### config.mk
export PLATFORM = sky130hd
export DESIGN_NAME = mult_div_unit_flat
export DESIGN_NICKNAME = d
export VERILOG_FILES = /design/src/rtl/mult_div_unit_if.sv /design/src/rtl/mult_div_unit.sv /design/src/flat_wrapper.sv
export SDC_FILE = /design/constraint.sdc
export NUM_CORES = 1
export LEC_CHECK = 0
export ABC_CLOCK_PERIOD_IN_PS = 13650
export CAP_MARGIN = 5
export CORE_UTILIZATION = 45
export CTS_CLUSTER_SIZE = 10
export DETAILED_ROUTE_END_ITERATION = 10
export PLACE_DENSITY = 0.72
export SLEW_MARGIN = 30
export SYNTH_ARGS = -nofsm -noshare
export SYNTH_HDL_FRONTEND = slang
export SYNTH_SLANG_ARGS = --single-unit
### constraint.sdc
create_clock -name i_clk -period 13.65 [get_ports i_clk]
set_clock_uncertainty 0.1 [all_clocks]
set_input_delay 1.365 -clock i_clk [delete_from_list [all_inputs] [get_ports i_clk]]
set_output_delay 1.365 -clock i_clk [all_outputs]
set_load 0.1 [all_outputs]
### src/rtl/mult_div_unit_if.sv
// rtl/mult_div_unit_if.sv - request/result bundle for the iterative multiply/divide unit
interface mult_div_unit_if #(
  parameter int WIDTH = 32
);
  logic             start;
  logic [1:0]       op;
  logic [WIDTH-1:0] a;
  logic [WIDTH-1:0] b;
  logic [WIDTH-1:0] hi;
  logic [WIDTH-1:0] lo;
  logic             busy;
  logic             done;
  logic             div_zero;

  modport master (
    output start, op, a, b,
    input  hi, lo, busy, done, div_zero
  );

  modport slave (
    input  start, op, a, b,
    output hi, lo, busy, done, div_zero
  );
endinterface

### src/rtl/mult_div_unit.sv
// rtl/mult_div_unit.sv - iterative signed/unsigned multiply and restoring divide; optional MULT_DIV_DIV_ZERO_EXC_EN
module mult_div_unit #(
  parameter int WIDTH = 32
) (
  input  logic           i_clk,
  input  logic           i_reset,
  mult_div_unit_if.slave s_md
);

  localparam int CW = $clog2(WIDTH + 1);

  typedef enum logic [1:0] {IDLE, PREP, RUN, FIX} state_t;

  state_t             r_state;
  state_t             w_next;

  // operands as sampled at start; kept for the whole operation
  logic [1:0]         r_op;
  logic [WIDTH-1:0]   r_a_in;
  logic [WIDTH-1:0]   r_b_in;

  // iteration datapath: r_acc is the partial product high half / partial remainder,
  // r_mq is the multiplier being shifted out / dividend shifted out and quotient shifted in
  logic [WIDTH:0]     r_acc;
  logic [WIDTH-1:0]   r_mq;
  logic [WIDTH-1:0]   r_b;
  logic               r_neg_q;
  logic               r_neg_r;
  logic [CW-1:0]      r_cnt;

  logic [WIDTH-1:0]   r_hi;
  logic [WIDTH-1:0]   r_lo;
  logic               r_done;
  logic               r_div_zero;

  logic               w_is_div;
  logic               w_signed;
  logic               w_b_zero;
  logic               w_dz_exc;
  logic               w_a_neg;
  logic               w_b_neg;
  logic [WIDTH-1:0]   w_a_mag;
  logic [WIDTH-1:0]   w_b_mag;
  logic [WIDTH:0]     w_sum;
  logic [WIDTH:0]     w_mul_acc;
  logic [WIDTH:0]     w_shift;
  logic               w_q_bit;
  logic [2*WIDTH-1:0] w_prod;
  logic [2*WIDTH-1:0] w_prod_fix;
  logic [WIDTH-1:0]   w_quo;
  logic [WIDTH-1:0]   w_rem;

  assign w_is_div = r_op[1];
  assign w_signed = ~r_op[0];
  assign w_b_zero = (r_b_in == '0);

`ifdef MULT_DIV_DIV_ZERO_EXC_EN
  // divide by zero is flagged and short-circuits straight out of PREP
  assign w_dz_exc = w_is_div & w_b_zero;
`else
  assign w_dz_exc = 1'b0;
`endif

  // magnitudes and signs used by the unsigned core
  assign w_a_neg = w_signed & r_a_in[WIDTH-1];
  assign w_b_neg = w_signed & r_b_in[WIDTH-1];
  assign w_a_mag = w_a_neg ? (~r_a_in + 1'b1) : r_a_in;
  assign w_b_mag = w_b_neg ? (~r_b_in + 1'b1) : r_b_in;

  // multiply step: conditional add of the multiplicand, then shift the pair right
  assign w_sum     = r_acc + {1'b0, r_b};
  assign w_mul_acc = r_mq[0] ? w_sum : r_acc;

  // divide step: shift in next dividend bit, subtract divisor if it fits
  assign w_shift = {r_acc[WIDTH-1:0], r_mq[WIDTH-1]};
  assign w_q_bit = (w_shift >= {1'b0, r_b});

  // final sign correction
  assign w_prod     = {r_acc[WIDTH-1:0], r_mq};
  assign w_prod_fix = r_neg_q ? (~w_prod + 1'b1) : w_prod;
  assign w_quo      = r_neg_q ? (~r_mq + 1'b1) : r_mq;
  assign w_rem      = r_neg_r ? (~r_acc[WIDTH-1:0] + 1'b1) : r_acc[WIDTH-1:0];

  // state register
  always_ff @(posedge i_clk or posedge i_reset) begin
    if (i_reset) begin
      r_state <= IDLE;
    end else begin
      r_state <= w_next;
    end
  end

  // next-state logic
  always_comb begin
    w_next = r_state;
    case (r_state)
      IDLE: if (s_md.start) w_next = PREP;
      PREP: w_next = w_dz_exc ? IDLE : RUN;
      RUN:  if (r_cnt == CW'(1)) w_next = FIX;
      FIX:  w_next = IDLE;
      default: w_next = IDLE;
    endcase
  end

  // operand capture, iteration datapath and result registers
  always_ff @(posedge i_clk or posedge i_reset) begin
    if (i_reset) begin
      r_op       <= '0;
      r_a_in     <= '0;
      r_b_in     <= '0;
      r_acc      <= '0;
      r_mq       <= '0;
      r_b        <= '0;
      r_neg_q    <= 1'b0;
      r_neg_r    <= 1'b0;
      r_cnt      <= '0;
      r_hi       <= '0;
      r_lo       <= '0;
      r_done     <= 1'b0;
      r_div_zero <= 1'b0;
    end else begin
      r_done     <= 1'b0;
      r_div_zero <= 1'b0;
      case (r_state)
        IDLE: begin
          if (s_md.start) begin
            r_op   <= s_md.op;
            r_a_in <= s_md.a;
            r_b_in <= s_md.b;
          end
        end
        PREP: begin
          r_acc   <= '0;
          r_mq    <= w_a_mag;
          r_b     <= w_b_mag;
          r_neg_q <= w_a_neg ^ w_b_neg;
          r_neg_r <= w_a_neg;
          r_cnt   <= CW'(WIDTH);
          if (w_dz_exc) begin
            r_done     <= 1'b1;
            r_div_zero <= 1'b1;
          end
        end
        RUN: begin
          r_cnt <= r_cnt - CW'(1);
          if (w_is_div) begin
            r_acc <= w_q_bit ? (w_shift - {1'b0, r_b}) : w_shift;
            r_mq  <= {r_mq[WIDTH-2:0], w_q_bit};
          end else begin
            r_acc <= {1'b0, w_mul_acc[WIDTH:1]};
            r_mq  <= {w_mul_acc[0], r_mq[WIDTH-1:1]};
          end
        end
        FIX: begin
          r_done <= 1'b1;
          if (w_is_div && w_b_zero) begin
            // zero divisor without the exception: fixed all-ones quotient, dividend as remainder
            r_hi <= r_a_in;
            r_lo <= '1;
          end else if (w_is_div) begin
            r_hi <= w_rem;
            r_lo <= w_quo;
          end else begin
            r_hi <= w_prod_fix[2*WIDTH-1:WIDTH];
            r_lo <= w_prod_fix[WIDTH-1:0];
          end
        end
        default: ;
      endcase
    end
  end

  assign s_md.hi       = r_hi;
  assign s_md.lo       = r_lo;
  assign s_md.busy     = (r_state != IDLE);
  assign s_md.done     = r_done;
  assign s_md.div_zero = r_div_zero;

endmodule
### src/flat_wrapper.sv
// flat-port wrapper written by rule: the top's interface ports become plain ports
module mult_div_unit_flat 
#(
  parameter int WIDTH = 32
)
  (i_clk, i_reset, s_md_start, s_md_op, s_md_a, s_md_b, s_md_hi, s_md_lo, s_md_busy, s_md_done, s_md_div_zero);
  mult_div_unit_if #(.WIDTH(WIDTH)) s_md_i ();
  input  logic i_clk;
  input  logic i_reset;
  input wire logic [$bits(s_md_i.start)-1:0] s_md_start;
  input wire logic [$bits(s_md_i.op)-1:0] s_md_op;
  input wire logic [$bits(s_md_i.a)-1:0] s_md_a;
  input wire logic [$bits(s_md_i.b)-1:0] s_md_b;
  output wire logic [$bits(s_md_i.hi)-1:0] s_md_hi;
  output wire logic [$bits(s_md_i.lo)-1:0] s_md_lo;
  output wire logic [$bits(s_md_i.busy)-1:0] s_md_busy;
  output wire logic [$bits(s_md_i.done)-1:0] s_md_done;
  output wire logic [$bits(s_md_i.div_zero)-1:0] s_md_div_zero;
  assign s_md_i.start = s_md_start;
  assign s_md_i.op = s_md_op;
  assign s_md_i.a = s_md_a;
  assign s_md_i.b = s_md_b;
  assign s_md_hi = s_md_i.hi;
  assign s_md_lo = s_md_i.lo;
  assign s_md_busy = s_md_i.busy;
  assign s_md_done = s_md_i.done;
  assign s_md_div_zero = s_md_i.div_zero;
  mult_div_unit #(.WIDTH(WIDTH)) u_core (.i_clk(i_clk), .i_reset(i_reset), .s_md(s_md_i));
endmodule
==> results.md, run 1 <==
- Sequential share of the synthesized area: 0.351
- Final min period: 4.17 ns
- Post-synth EDFFs: 0
- Hold_buf cts: 0
- GP Congestion: 0.969
- DRC: 0
- RSZ-0062 raised after global routing: no
- H-tree Lvls: 1
- Clock transition at path regs: 0.06 ns
- Cell variety after synth: 85
- Arr. time, crit path: 4.49 ns
- Core ar.: 0.0369 mm²
- Io pins: 136
- Area growth from synthesis to final layout: 14.7%
- Drt pass-1 iters: 5
- Worst slew margin: 0.337
- Cells after synthesis: 1982
- Most common flop cell mapped by yosys: dfrtp_1
- Vias after detailed routing: 15.6k
- Starting Density: 0.460
- WP data required: 13.96 ns
- Synth Cell Area: 0.0170 mm²
- Syn Nets: 2128
- Crit. End Element: flop
- Crit share post-route: 0.306
- Post-DP HPWL: 38300 µm
- Wire per inst: 20.3 µm
- Worst-Margin Slew: 0.992 ns
- Avg Vias per Cell: 6.08
- Worst Path Class, Setup: flop to flop
- First-pass GRT wire length: 82700 µm
- Antenna Nets Post-Route: 0
- Synthesized flop and latch total: 238
- ANT cells: 0
- HP Start: u_core.r_cnt[5]$_DFFE_PP0P_
- CTS Root Cell: clkbuf_16
- Hold path depth: 1
- Share of post-route cells with drive strength above 1: 0.0779
- Synth Area per Inst: 8.56 µm²
- Largest net degree at the start of global routing: 115
- Post-CTS setup buffer count: 0
- Vias in the first global route: 14.9k
- R2R depth: 11
- Skew-Pair Late Insertion Delay: 0.59 ns
- DIE WIDTH: 196 µm
- Min-Delay Path Class: flop to flop
- Initial antenna violation count: 1
- Max_cap viols: 0
- CTS Buffer Depth: 3
- DR iter-0 viols: 1401
- TritonCTS Buffers: 29
- Endpoints failing setup: 0
- Async set or reset register ratio after synthesis: 1.00
- Drt total wl: 52000 µm
- Worst R2R End: u_core.r_acc[4]$_DFFE_PP0P_
- Synth warn: 0
- CTS tree: built
- F_max: 0.240 GHz
- Multi-input combinational cell area: 0.0101 mm²
- Setup TNS: 0 ns
- FF-to-FF setup slack: 9.48 ns
- Die Span Y: 196 µm
- Maximum fanout along the worst path: 15
- Total gr overflow: 0
- CTS Sinks: 238
- Row cnt: 70
- Final Hold Viols: 0
- CTS resizes: 0
- FF-to-FF Start: u_core.r_acc[21]$_DFFE_PP0P_
- Layout Nets: 2191
- Crit path launch type: flop
- GRT Overall Usage: 0.270
- Fill count: 3454
- Fin. max-slew vios: 0
- Full die area: 0.0385 mm²
- Status: completed
- IO buf count: 134
- WHS Endpoint: u_core.r_cnt[5]$_DFFE_PP0P_
- Flip-flop and latch area: 0.00596 mm²
==> how the worst max path moves through the flow <==
| stage | from | to | slack (ns) | cells after the start |
|---|---|---|---|---|
| final | u_core.r_acc[21]$_DFFE_PP0P_ | u_core.r_acc[4]$_DFFE_PP0P_ | 9.48 | 11 |
| after global routing | u_core.r_acc[24]$_DFFE_PP0P_ | u_core.r_acc[12]$_DFFE_PP0P_ | 9.34 | 11 |
| after CTS | u_core.r_acc[24]$_DFFE_PP0P_ | u_core.r_acc[12]$_DFFE_PP0P_ | 9.54 | 11 |
| after detailed placement | u_core.r_acc[24]$_DFFE_PP0P_ | u_core.r_acc[4]$_DFFE_PP0P_ | 9.55 | 11 |
| after global placement | u_core.r_b_in[6]$_DFFE_PP0P_ | u_core.s_md.hi[31]$_DFFE_PP0P_ | 9.60 | 7 |
| after floorplan | i_reset | u_core.r_a_in[0]$_DFFE_PP0P_ | 5.65 | 1 |
==> kinds of logic (layout without fill, tap and decap cells) <==
logic type / after synthesis / in the layout / synth area share
compound gates: 627 / 627 / 0.239
mux: 92 / 92 / 0.0594
xor+xnor: 163 / 163 / 0.0841
fa+ha+maj: 77 / 77 / 0.0576
buf+inv: 235 / 308 / 0.0548
other cells: 1 / 1 / 0.000221
simple gates: 549 / 549 / 0.154
flops: 238 / 238 / 0.351
==> worst max-delay path, cell delays in order (launching register included) <==
cell     delay (ns)
dfrtp_1        0.52
ha_1           0.46
nand4_1        0.21
nor3_1         0.56
a31oi_1        0.31
and2_1         0.26
nor4_1         0.33
a21o_1         0.34
buf_4          0.32
mux2_2         0.36
a21oi_1        0.15
o22ai_1        0.08
==> area by class of cell <==
class                           instances  share of cell area
Sequential cell                       238               0.306
Clock buffer                           38              0.0416
Inverter                              119              0.0233
Timing Repair Buffer                  148              0.0753
Tap cell                              504              0.0324
Clock inverter                          3             0.00173
Multi-Input combinational cell       1509               0.520
==> cells in the mapped netlist (47+ instances only) <==
| cell type | instances | area, µm² |
|---|---|---|
| ha_1 | 75 | 938 |
| o211ai_1 | 65 | 488 |
| o21ai_0 | 131 | 656 |
| dfrtp_1 | 238 | 5960 |
| nand2_1 | 160 | 601 |
| xnor2_1 | 125 | 1090 |
| a21oi_1 | 165 | 826 |
| inv_1 | 118 | 443 |
| nor2_1 | 189 | 709 |
| mux2_2 | 70 | 788 |
| a31oi_1 | 47 | 294 |
| clkbuf_1 | 96 | 360 |
==> layer usage <==
| metal | up-vias | share of wire | GRT usage | wire length, µm |
|---|---|---|---|---|
| li1 | 7276 | - | - | - |
| met1 | 7514 | 0.41 | 0.352 | 21500 |
| met2 | 650 | 0.47 | 0.442 | 24300 |
| met3 | 126 | 0.075 | 0.0437 | 3900 |
| met4 | 0 | 0.044 | 0.117 | 2300 |
| met5 | - | 0 | 0 | 0 |
==> stage by stage <==
stage | cell area [µm²] | util | std cells | hold slack, ns | worst slack [ns]
after floorplan | 17000 | - | 1982 | 0.341 | 5.65
after global placement | 18600 | 0.504 | 2517 | 0.362 | 9.60
after detailed placement | 18600 | 0.505 | 2517 | 0.371 | 9.55
after CTS | 19400 | 0.527 | 2558 | 0.380 | 9.54
after global routing | 19500 | 0.528 | 2559 | 0.421 | 9.34
final | 19500 | 0.528 | 2559 | 0.385 | 9.48
==> flip-flops by register name, summed over array words and instances, names as in the netlist, 2 cells and up <==
signal	count
u_core.r_acc	33
u_core.r_b	32
u_core.r_mq	32
u_core.r_state	2
u_core.r_b_in	32
u_core.r_cnt	6
u_core.s_md.hi	32
u_core.r_a_in	32
u_core.r_op	2
u_core.s_md.lo	32
==> cells in the final DEF (no fill, tap or decap), types with 13 or more instances in the layout <==
| master | netlist | routed |
|---|---|---|
| dfrtp_1 | 238 | 237 |
| nor2_1 | 189 | 189 |
| a21oi_1 | 165 | 163 |
| nand2_1 | 160 | 159 |
| clkdlybuf4s50_1 | 0 | 134 |
| o21ai_0 | 131 | 131 |
| xnor2_1 | 125 | 125 |
| inv_1 | 118 | 117 |
| ha_1 | 75 | 71 |
| mux2_2 | 70 | 70 |
| o211ai_1 | 65 | 65 |
| a31oi_1 | 47 | 47 |
| nor3_1 | 40 | 40 |
| xor2_1 | 38 | 38 |
| nand3_1 | 32 | 32 |
| clkbuf_16 | 0 | 29 |
| a21o_1 | 28 | 28 |
| o31ai_1 | 26 | 26 |
| a211oi_1 | 22 | 22 |
| mux2i_1 | 22 | 22 |
| nand4_1 | 20 | 20 |
| nor4_1 | 16 | 16 |
| or3_1 | 15 | 15 |
| o221ai_1 | 15 | 15 |
| o22ai_1 | 15 | 15 |
| and3_1 | 14 | 14 |
| o41ai_1 | 13 | 13 |
| buf_4 | 3 | 13 |
Power of run 1 is not shown: default switching activity piles up to over one toggle a cycle in this logic, so the estimate is an artifact.
==> run 2: changes to the inputs <==
- ABC_CLOCK_PERIOD_IN_PS: 13650 -> 3800
- PLACE_DENSITY: 0.72 -> 0.75
- clock period: 13.65 -> 3.8 ns (I/O delays scaled with it)
==> results.md, run 2 (synthesized netlist as in run 1, its figures left out) <==
- Vias in the first global route: 15.2k (was 14.9k)
- Top delay family on crit path: compound AO/OA/AOI/OAI gates (was simple AND/OR/NAND/NOR gates)
- Final min period: 3.65 ns (was 4.17 ns)
- Worst-Margin Slew: 1.03 ns (was 0.992 ns)
- RSZ-0062 raised after global routing: yes (was no)
- CTS Buffer Depth: 3 (unchanged)
- Starting Density: 0.460 (unchanged)
- DRC: 0 (unchanged)
- Total gr overflow: 0 (unchanged)
- Arr. time, crit path: 4.00 ns (was 4.49 ns)
- H-tree Lvls: 1 (unchanged)
- Core ar.: 0.0369 mm² (unchanged)
- Wire per inst: 20.4 µm (was 20.3 µm)
- ANT cells: 0 (unchanged)
- DP Area: 0.0191 mm² (was 0.0186 mm²)
- Final Hold Viols: 0 (unchanged)
- Largest net degree at the start of global routing: 81 (was 115)
- Vias after detailed routing: 15.8k (was 15.6k)
- GRT Overall Usage: 0.278 (was 0.270)
- Most frequent cells in the layout: dfrtp_1, nor2_1, a21oi_1 (unchanged)
- IO buf count: 134 (unchanged)
- GP Congestion: 0.954 (was 0.969)
- CTS Root Cell: clkbuf_16 (unchanged)
- Worst slew margin: 0.311 (was 0.337)
- Min-Delay Path Class: input pin to asynchronous set/reset pin (was flop to flop)
- Drt total wl: 53500 µm (was 52000 µm)
- F_max: 0.274 GHz (was 0.240 GHz)
- Worst Setup SP: u_core.r_acc[2]$_DFFE_PP0P_ (was u_core.r_acc[21]$_DFFE_PP0P_)
- Post-place setup slack: 0.220 ns (was 9.55 ns)
- CTS tree: built (unchanged)
- Full die area: 0.0385 mm² (unchanged)
- Hold_buf cts: 0 (unchanged)
- Share of post-route cells with drive strength above 1: 0.104 (was 0.0779)
- Area growth from synthesis to final layout: 17.7% (was 14.7%)
- Initial antenna violation count: 0 (was 1)
- Max_cap viols: 0 (unchanged)
- Final worst slack: 0.152 ns (was 9.48 ns)
- First-pass GRT wire length: 84600 µm (was 82700 µm)
- Cells along the critical path: buf_4 -> ha_1 -> a21o_1 -> a21oi_1 -> a21oi_1 -> nor2_1 -> a31oi_1 -> a21oi_2 -> buf_12 -> nor3_1 -> o32ai_1 -> nor2_1 (was ha_1 -> nand4_1 -> nor3_1 -> a31oi_1 -> and2_1 -> nor4_1 -> a21o_1 -> buf_4 -> mux2_2 -> a21oi_1 -> o22ai_1)
- Die Span Y: 196 µm (unchanged)
- Layout Nets: 2251 (was 2191)
- Avg Vias per Cell: 6.02 (was 6.08)
- Final cell count without fillers: 2618 (was 2559)
- Io pins: 136 (unchanged)
- Crit. End Element: flop (unchanged)
- Largest Register: u_core.r_acc (unchanged)
- Clock transition at path regs: 0.06 ns (about the same)
- Antenna Nets Post-Route: 0 (unchanged)
- Flip-flop and latch area: 0.00596 mm² (unchanged)
- Fin. max-slew vios: 0 (unchanged)
- Drt pass-1 iters: 6 (was 5)
- Fill count: 3404 (was 3454)
- Skew-Pair Late Insertion Delay: 0.59 ns (about the same)
- Placed insts: 2578 (was 2517)
- Max reg flops: 33 (unchanged)
- Row cnt: 70 (unchanged)
- DIE WIDTH: 196 µm (unchanged)
- Most common cell after layout, fill and taps aside: dfrtp_1 (unchanged)
- Post-route cell area: 0.0200 mm² (was 0.0195 mm²)
- Maximum fanout along the worst path: 30 (was 15)
- CTS Sinks: 238 (unchanged)
- WHS: 0.102 ns (was 0.385 ns)
- WP data required: 4.15 ns (was 13.96 ns)
- TritonCTS Buffers: 29 (unchanged)
- Post-DP HPWL: 40300 µm (was 38300 µm)
- Endpoints failing setup: 0 (unchanged)
- Crit share post-route: 0.960 (was 0.306)
- CP max-delay cell: a21oi_2 (was nor3_1)
- CP Buf/Inv Count: 2 (was 1)
- Post-CTS setup buffer count: 0 (unchanged)
- FF-to-FF Start: u_core.r_acc[2]$_DFFE_PP0P_ (was u_core.r_acc[21]$_DFFE_PP0P_)
- DR iter-0 viols: 1382 (was 1401)
- CP max stage delay: 0.51 ns (was 0.56 ns)
- Worst Path Class, Setup: flop to flop (unchanged)
- Status: completed (unchanged)
- Crit path launch type: flop (unchanged)
- Multi-input combinational cell area: 0.0101 mm² (about the same)
run 2: changes by cell type in the layout (fill, tap and decap cells not counted), sizes merged:
cell	before	now
clkbuf	38	35
inv	119	118
clkinvlp	0	1
buf	14	74
clkinv	3	5
run 2: final timing paths:
path	endpoint	slack, ns	cells past startpoint
max	u_core.r_acc[15]$_DFFE_PP0P_	0.15	12
min	u_core.r_acc[1]$_DFFE_PP0P_	0.10	2
max reg2reg	u_core.r_acc[15]$_DFFE_PP0P_	0.15	12
min reg2reg	u_core.r_cnt[5]$_DFFE_PP0P_	0.38	1
max in group asynchronous	u_core.s_md.hi[15]$_DFFE_PP0P_	2.64	4
min in group i_clk	u_core.r_a_in[25]$_DFFE_PP0P_	0.31	2
run 2: what timing repair did:
| action | 4_1_cts | 5_1_grt |
|---|---|---|
| gates resized for setup | 0 | 5 |
| endpoints found under the hold margin | 0 | 0 |
| endpoints found under the setup margin | 0 | 8 |
run 2: layout make-up:
class                           count  share of cell area
Clock buffer                       35              0.0385
Timing Repair Buffer              208              0.0987
Sequential cell                   238               0.298
Inverter                          119              0.0226
Multi-Input combinational cell   1509               0.508
Tap cell                          504              0.0316
Clock inverter                      5             0.00219
run 2: stage by stage:
| step | utilization | setup TNS (ns) |
|---|---|---|
| 2_1_floorplan | - | 0 |
| 3_5_place_dp | 0.519 | 0 |
| 4_1_cts | 0.541 | 0 |
| 6_report | 0.542 | 0 |
| 3_3_place_gp | 0.518 | 0 |
| 5_1_grt | 0.542 | -0.0110 |
run 2: routing by layer:
layer	up-vias	wire, µm	track usage
met3	119	3570	0.0352
li1	7395	-	-
met5	-	0	0
met1	7632	22200	0.361
met2	625	25700	0.471
met4	0	2050	0.104
run 2: worst register-to-register path: cells and delay by family (launching register included):
kind,cells,cell delay [ns]
compound gates,6,1.73
simple gates,3,0.48
buf+inv,2,0.46
flops,1,0.39
fa+ha+maj,1,0.36
Power of run 2 is left out for the same reason.
==> run 3: changes to the inputs <==
- SETUP_SLACK_MARGIN: default -> 0.02
- SKIP_CTS_REPAIR_TIMING: default -> 1
==> results of run 3 <==
No change in the layout: final DEF, timing and power equal those of run 2.
Power of run 3 is left out for the same reason.
